**src/rtl/io_map_pkg.sv**
```systemverilog
// Shared definitions for the MCU output-port peripherals: default port IDs,
// UART transmitter state encoding and status byte layout.
package io_map_pkg;

   localparam logic [7:0] TX_DATA_ID_DEF = 8'h40;
   localparam logic [7:0] STATUS_ID_DEF  = 8'h41;

   typedef enum logic [1:0] {IDLE, START, DATA, STOP} uart_tx_state_t;

   localparam int unsigned STAT_BUSY_BIT    = 0;
   localparam int unsigned STAT_FULL_BIT    = 1;
   localparam int unsigned STAT_OVERRUN_BIT = 2;

   // Status byte as seen on the MCU input-port path: {5'b0, OVERRUN, FULL, BUSY}
   function automatic logic [7:0] status_byte(input logic overrun, input logic full,
                                              input logic busy);
      logic [7:0] s;
      s                   = 8'h00;
      s[STAT_BUSY_BIT]    = busy;
      s[STAT_FULL_BIT]    = full;
      s[STAT_OVERRUN_BIT] = overrun;
      return s;
   endfunction

endpackage

```
**src/rtl/tx_fifo.sv**
```systemverilog
// Small synchronous FIFO with show-ahead read data. Writes when full and reads
// when empty are ignored; fullness is always judged on the pre-edge count.
module tx_fifo #(
   parameter int unsigned DEPTH = 4,
   parameter int unsigned WIDTH = 8
) (
   input  logic                       clk_i,
   input  logic                       rst_i,
   input  logic                       wr_en,
   input  logic [WIDTH-1:0]           wr_data,
   input  logic                       rd_en,
   output logic [WIDTH-1:0]           rd_data,
   output logic [$clog2(DEPTH):0]     count,
   output logic                       full,
   output logic                       empty
);

   localparam int unsigned AW = $clog2(DEPTH);

   logic [WIDTH-1:0] mem_q [DEPTH];
   logic [AW-1:0]    wr_ptr_q, rd_ptr_q;
   logic [AW:0]      count_q;
   logic             do_wr, do_rd;

   assign full    = (count_q == (AW+1)'(DEPTH));
   assign empty   = (count_q == '0);
   assign count   = count_q;
   assign rd_data = mem_q[rd_ptr_q];
   assign do_wr   = wr_en && !full;
   assign do_rd   = rd_en && !empty;

   // Pointer and occupancy tracking; pointers wrap naturally (DEPTH is a power of two)
   always_ff @(posedge clk_i) begin
      if (rst_i) begin
         wr_ptr_q <= '0;
         rd_ptr_q <= '0;
         count_q  <= '0;
      end else begin
         if (do_wr) wr_ptr_q <= wr_ptr_q + AW'(1);
         if (do_rd) rd_ptr_q <= rd_ptr_q + AW'(1);
         count_q <= count_q + (AW+1)'(do_wr) - (AW+1)'(do_rd);
      end
   end

   // Storage array; contents need no reset since occupancy gates every read
   always_ff @(posedge clk_i) begin
      if (do_wr) mem_q[wr_ptr_q] <= wr_data;
   end

endmodule

```
**src/rtl/io_uart_tx.sv**
```systemverilog
// Memory-mapped 8N1 UART transmitter on the MCU output-port bus. Bytes written
// to TX_DATA_ID are queued and shifted out LSB first; STATUS_ID reads status
// and a strobe to it clears the sticky overrun flag.
module io_uart_tx
   import io_map_pkg::*;
#(
   parameter int unsigned CLKS_PER_BIT = 868,
   parameter logic [7:0]  TX_DATA_ID   = TX_DATA_ID_DEF,
   parameter logic [7:0]  STATUS_ID    = STATUS_ID_DEF,
   parameter int unsigned FIFO_DEPTH   = 4
) (
   input  logic       CLK,
   input  logic       RST,
   input  logic [7:0] PORT_ID,
   input  logic [7:0] OUT_PORT,
   input  logic       IO_STRB,
   output logic [7:0] IN_PORT_DATA,
   output logic       TX,
   output logic       BUSY,
   output logic       FULL
);

   localparam int unsigned BW = $clog2(CLKS_PER_BIT);
   localparam logic [BW-1:0] BAUD_LAST = BW'(CLKS_PER_BIT - 1);

   uart_tx_state_t state_q, state_d;
   logic [BW-1:0]  baud_q, baud_d;
   logic [2:0]     bit_idx_q, bit_idx_d;
   logic [7:0]     shift_q, shift_d;
   logic           tx_q, tx_d;
   logic           overrun_q, overrun_d;

   logic                      wr_req, clr_req, pop, baud_end;
   logic [7:0]                fifo_rd_data;
   logic [$clog2(FIFO_DEPTH):0] fifo_count;
   logic                      fifo_full, fifo_empty;

   assign wr_req   = IO_STRB && (PORT_ID == TX_DATA_ID);
   assign clr_req  = IO_STRB && (PORT_ID == STATUS_ID);
   assign baud_end = (baud_q == BAUD_LAST);

   tx_fifo #(
      .DEPTH (FIFO_DEPTH),
      .WIDTH (8)
   ) u_fifo (
      .clk_i   (CLK),
      .rst_i   (RST),
      .wr_en   (wr_req),
      .wr_data (OUT_PORT),
      .rd_en   (pop),
      .rd_data (fifo_rd_data),
      .count   (fifo_count),
      .full    (fifo_full),
      .empty   (fifo_empty)
   );

   // Frame sequencer: start bit, 8 data bits, stop bit, chaining straight into the next frame
   always_comb begin
      state_d   = state_q;
      baud_d    = baud_q;
      bit_idx_d = bit_idx_q;
      shift_d   = shift_q;
      pop       = 1'b0;
      unique case (state_q)
         IDLE: begin
            if (!fifo_empty) begin
               pop     = 1'b1;
               shift_d = fifo_rd_data;
               baud_d  = '0;
               state_d = START;
            end
         end
         START: begin
            if (baud_end) begin
               baud_d    = '0;
               bit_idx_d = 3'd0;
               state_d   = DATA;
            end else begin
               baud_d = baud_q + BW'(1);
            end
         end
         DATA: begin
            if (baud_end) begin
               baud_d    = '0;
               shift_d   = {1'b0, shift_q[7:1]};
               bit_idx_d = bit_idx_q + 3'd1;
               if (bit_idx_q == 3'd7) state_d = STOP;
            end else begin
               baud_d = baud_q + BW'(1);
            end
         end
         STOP: begin
            if (baud_end) begin
               baud_d = '0;
               if (!fifo_empty) begin
                  pop     = 1'b1;
                  shift_d = fifo_rd_data;
                  state_d = START;
               end else begin
                  state_d = IDLE;
               end
            end else begin
               baud_d = baud_q + BW'(1);
            end
         end
         default: state_d = IDLE;
      endcase
   end

   // Line level follows the current state one cycle later, keeping every bit the same length
   always_comb begin
      tx_d = 1'b1;
      if (state_q == START)     tx_d = 1'b0;
      else if (state_q == DATA) tx_d = shift_q[0];
   end

   // Sticky overrun: a dropped write wins over a clear on the same edge
   always_comb begin
      overrun_d = overrun_q;
      if (clr_req)              overrun_d = 1'b0;
      if (wr_req && fifo_full)  overrun_d = 1'b1;
   end

   // State registers with synchronous reset
   always_ff @(posedge CLK) begin
      if (RST) begin
         state_q   <= IDLE;
         baud_q    <= '0;
         bit_idx_q <= 3'd0;
         shift_q   <= 8'h00;
         tx_q      <= 1'b1;
         overrun_q <= 1'b0;
      end else begin
         state_q   <= state_d;
         baud_q    <= baud_d;
         bit_idx_q <= bit_idx_d;
         shift_q   <= shift_d;
         tx_q      <= tx_d;
         overrun_q <= overrun_d;
      end
   end

   assign TX   = tx_q;
   assign BUSY = (state_q != IDLE) || (fifo_count != '0);
   assign FULL = fifo_full;
   assign IN_PORT_DATA = (PORT_ID == STATUS_ID) ? status_byte(overrun_q, FULL, BUSY) : 8'h00;

endmodule
```
**config.mk**
```make
export PLATFORM = sky130hd
export DESIGN_NAME = io_uart_tx
export DESIGN_NICKNAME = d
export VERILOG_FILES = /design/src/rtl/io_map_pkg.sv /design/src/rtl/tx_fifo.sv /design/src/rtl/io_uart_tx.sv
export SDC_FILE = /design/constraint.sdc
export NUM_CORES = 1
export LEC_CHECK = 0
export CORE_MARGIN = 3
export CORE_UTILIZATION = 35
export CTS_BUF_LIST = sky130_fd_sc_hd__clkbuf_8
export DETAILED_ROUTE_END_ITERATION = 12
export SLEW_MARGIN = 25
export SYNTH_ARGS = -nofsm -noshare
export SYNTH_HDL_FRONTEND = slang
export SYNTH_SLANG_ARGS = --single-unit
```
**constraint.sdc**
```tcl
create_clock -name CLK -period 2.6 [get_ports CLK]
set_input_delay 0.26 -clock CLK [delete_from_list [all_inputs] [get_ports CLK]]
set_output_delay 0.26 -clock CLK [all_outputs]
set_load 0.005 [all_outputs]
```
==> impl_metrics.tcl <==
set metrics [dict create \
    status "completed" \
    ioPinCount 30 \
    setup_tns_ps 0 \
    antenna_found_initial 0 \
    grt_setup_unrepaired "no" \
    hp-class "flip-flop to flip-flop" \
    track_usage_pct 11.7 \
    drtAntennaViolNets 0 \
    clkTransAtPathRegs_ps 80 \
    busiest_layer "met2" \
    hold_buffers 0 \
    design.core.area_sq_mm 0.00838 \
    portBuffers 24 \
    grt_pass1_wl_um 9310 \
    cts_tree "yes" \
    p_leak_nw 1.34 \
    power.share.sequential_pct 38.8 \
    dieArea_sq_mm 0.0100 \
    gp_congestion 0.787 \
    grt_max_degree 31 \
    slew_headroom_pct 63.3 \
    cp-end-kind "primary output" \
    rrSetupSlack_ps 300 \
    clock_power_share_pct 26.9 \
    fin_hold_ws_ps 478 \
    die_w_um 100 \
    sw_frac_of_total_pct 34.4 \
    worstPathArrival_ps 2130 \
    drtIter0Drc 90 \
    utilization_pct 43.8 \
    clock_path_buffers 2 \
    clkSinkCount 66 \
    crit_fanout 8 \
    wl_per_cell_um 13.5 \
    yosys.cell_types.count 48 \
    drive_gt1_share_pct 14.9 \
    grt.overflow.total 0 \
    syn_area_sq_mm 0.00309 \
    wl_um 5520 \
    met1_usage_pct 15.0 \
    clk-insertion-delay-late_ps 340 \
    fmax_mhz 418 \
    grt_use_met3_pct 3.89 \
    synth_seq_cells 66 \
    yosysSeqAreaShare_pct 53.1 \
    synthToLayoutAreaGrowth_pct 18.6 \
    cts_max_level 3 \
    power_frac_comb_pct 34.3 \
    start_util_pct 36.9 \
    cts_buffers 9 \
    drv_slew 0 \
    post_cts_buffers 0 \
    intPower_mw 2.19 \
    tightest_slew_ps 549 \
    finalSetupViolations 0 \
    drc 0 \
    power.density_mw_per_mm2 911 \
    grt_pass1_vias 1995 \
    maxCapViolCount 0 \
    clockRootBuffer "clkbuf_8" \
    crit_type "flip-flop to primary output" \
    drtPass1Iterations 4 \
    synth_warnings 0 \
    fillers 796 \
    ys_async_sr_fraction_pct 0 \
    fin_crit_ps 2390 \
    antennaDiodeCount 0 \
    grt_util_met2_pct 18.4 \
    vdd_drop_max_mv 0.463 \
    p_sw_mw 1.15 \
    finalHoldViolCount 0 \
    design_area_sq_mm 0.00367 \
    final_nets 333 \
    netlist_instances 266 \
    rows 33 \
    place_area_sq_mm 0.00346 \
    cp-start-kind "flip-flop" \
    synth_ff_type "dfxtp_1" \
    fin_skew_ps 10.9 \
    die_h_um 100 \
    total_power_mw 3.34 \
    viasPerCell 5.18 \
    finalCritPeriodShare_pct 92.0 \
    place_hpwl_um 3770 \
    synth_edf_count 32 \
    avgSynthCellArea_sq_um 11.6 \
    cp_data_required_time_ps 2340 \
    dr_total_vias 2113 \
]
registers in the layout, summed over array words and instances, names as in the netlist, named ones only:
signal / flops
TX: 1
baud_q: 10
bit_idx_q: 3
overrun_q: 1
shift_q: 8
state_q: 2
u_fifo.count: 3
u_fifo.mem_q: 32
u_fifo.rd_ptr_q: 2
u_fifo.wr_ptr_q: 2
metrics by stage:
stage               worst slack, ps  std cells
finish                          209        408
detailed placement              250        392
global placement                305        392
floorplan                       345        270
CTS                            7.53        408
global route                   65.1        408
routing by layer:
| layer | part of all wire (%) | routed length [um] |
|---|---|---|
| met3 | 3.6 | 198 |
| met4 | 1.2 | 65 |
| met2 | 47 | 2580 |
| met5 | 0 | 0 |
| met1 | 49 | 2680 |
cells in the final DEF, fill, tap and decap left out, drive strengths merged, types with 2 or more instances in the layout:
| cell | Yosys | routed |
|---|---|---|
| buf | 10 | 9 |
| or2 | 4 | 4 |
| nor3 | 4 | 4 |
| nand3 | 10 | 10 |
| or3 | 2 | 2 |
| nor2b | 4 | 4 |
| mux2i | 8 | 8 |
| a21oi | 22 | 22 |
| clkinv | 0 | 2 |
| ha | 15 | 15 |
| nor2 | 18 | 18 |
| nand2 | 11 | 11 |
| o21ai | 13 | 13 |
| inv | 11 | 15 |
| a311oi | 8 | 8 |
| a22oi | 3 | 3 |
| nand4 | 2 | 2 |
| and2 | 2 | 2 |
| conb | 1 | 5 |
| clkbuf | 6 | 9 |
| a31oi | 6 | 6 |
| xnor2 | 2 | 2 |
| nor4 | 2 | 2 |
| and3 | 10 | 10 |
| edfxtp | 32 | 32 |
| dfxtp | 34 | 34 |
| mux4 | 8 | 8 |
| clkdlybuf4s50 | 0 | 24 |
final timing paths:
check	from	end	cells past startpoint
setup / recovery	state_q[0]	IN_PORT_DATA[0]	6
hold / removal	baud_q[9]	baud_q[9]	2
setup reg to reg	state_q[0]	u_fifo.count[1]	9
hold reg to reg	baud_q[9]	baud_q[9]	2
power by group through the flow:
stage	registers (mW)	logic (mW)	clock network [mW]
global placement	1.32	1.12	0
finish	1.30	1.15	0.900
detailed placement	1.32	1.13	0
floorplan	1.28	0.886	0
global route	1.32	1.30	0.973
CTS	1.30	1.14	0.922
synthesized netlist by cell type, drive strengths merged (10+ instances only):
cell	instances	share of area, %
nand3	10	1.6
o21ai	13	2.1
ha	15	6.1
dfxtp	34	22
inv	11	1.3
buf	10	2.1
and3	10	2.1
edfxtp	32	31
nand2	11	1.3
nor2	18	2.2
a21oi	22	3.6
cell families after synthesis:
| group | synth area share [%] |
|---|---|
| AND/OR/NAND/NOR | 12.9 |
| flip-flops | 53.1 |
| AO/OA/AOI/OAI | 14.0 |
| buffers and inverters | 4.25 |
| adder cells (fa/ha/maj) | 6.71 |
| multiplexers | 8.41 |
| XOR/XNOR | 0.566 |
| other | 0.121 |
cell type report:
type                       instances  area, sq um  area share (%)
sequential                        66         1640            44.7
multi-input combinational        177         1340            36.5
tap                              105          131            3.58
timing repair buffer              33          308            8.39
clock buffer                       9          124            3.38
inverter                          11         41.3            1.13
clock inverter                     7         85.1            2.32
worst max-delay path: stages, from the launching register on:
cell	delay, ps
dfxtp_1	390
inv_1	120
ha_2	260
and2_1	200
inv_2	150
and3_1	170
clkdlybuf4s50_1	490
what timing repair did:
item,4_1_cts,5_1_grt
endpoints found under the setup margin,0,2
endpoints found under the hold margin,0,0
resized for setup,0,2
Power figures use the tool's default switching activity.
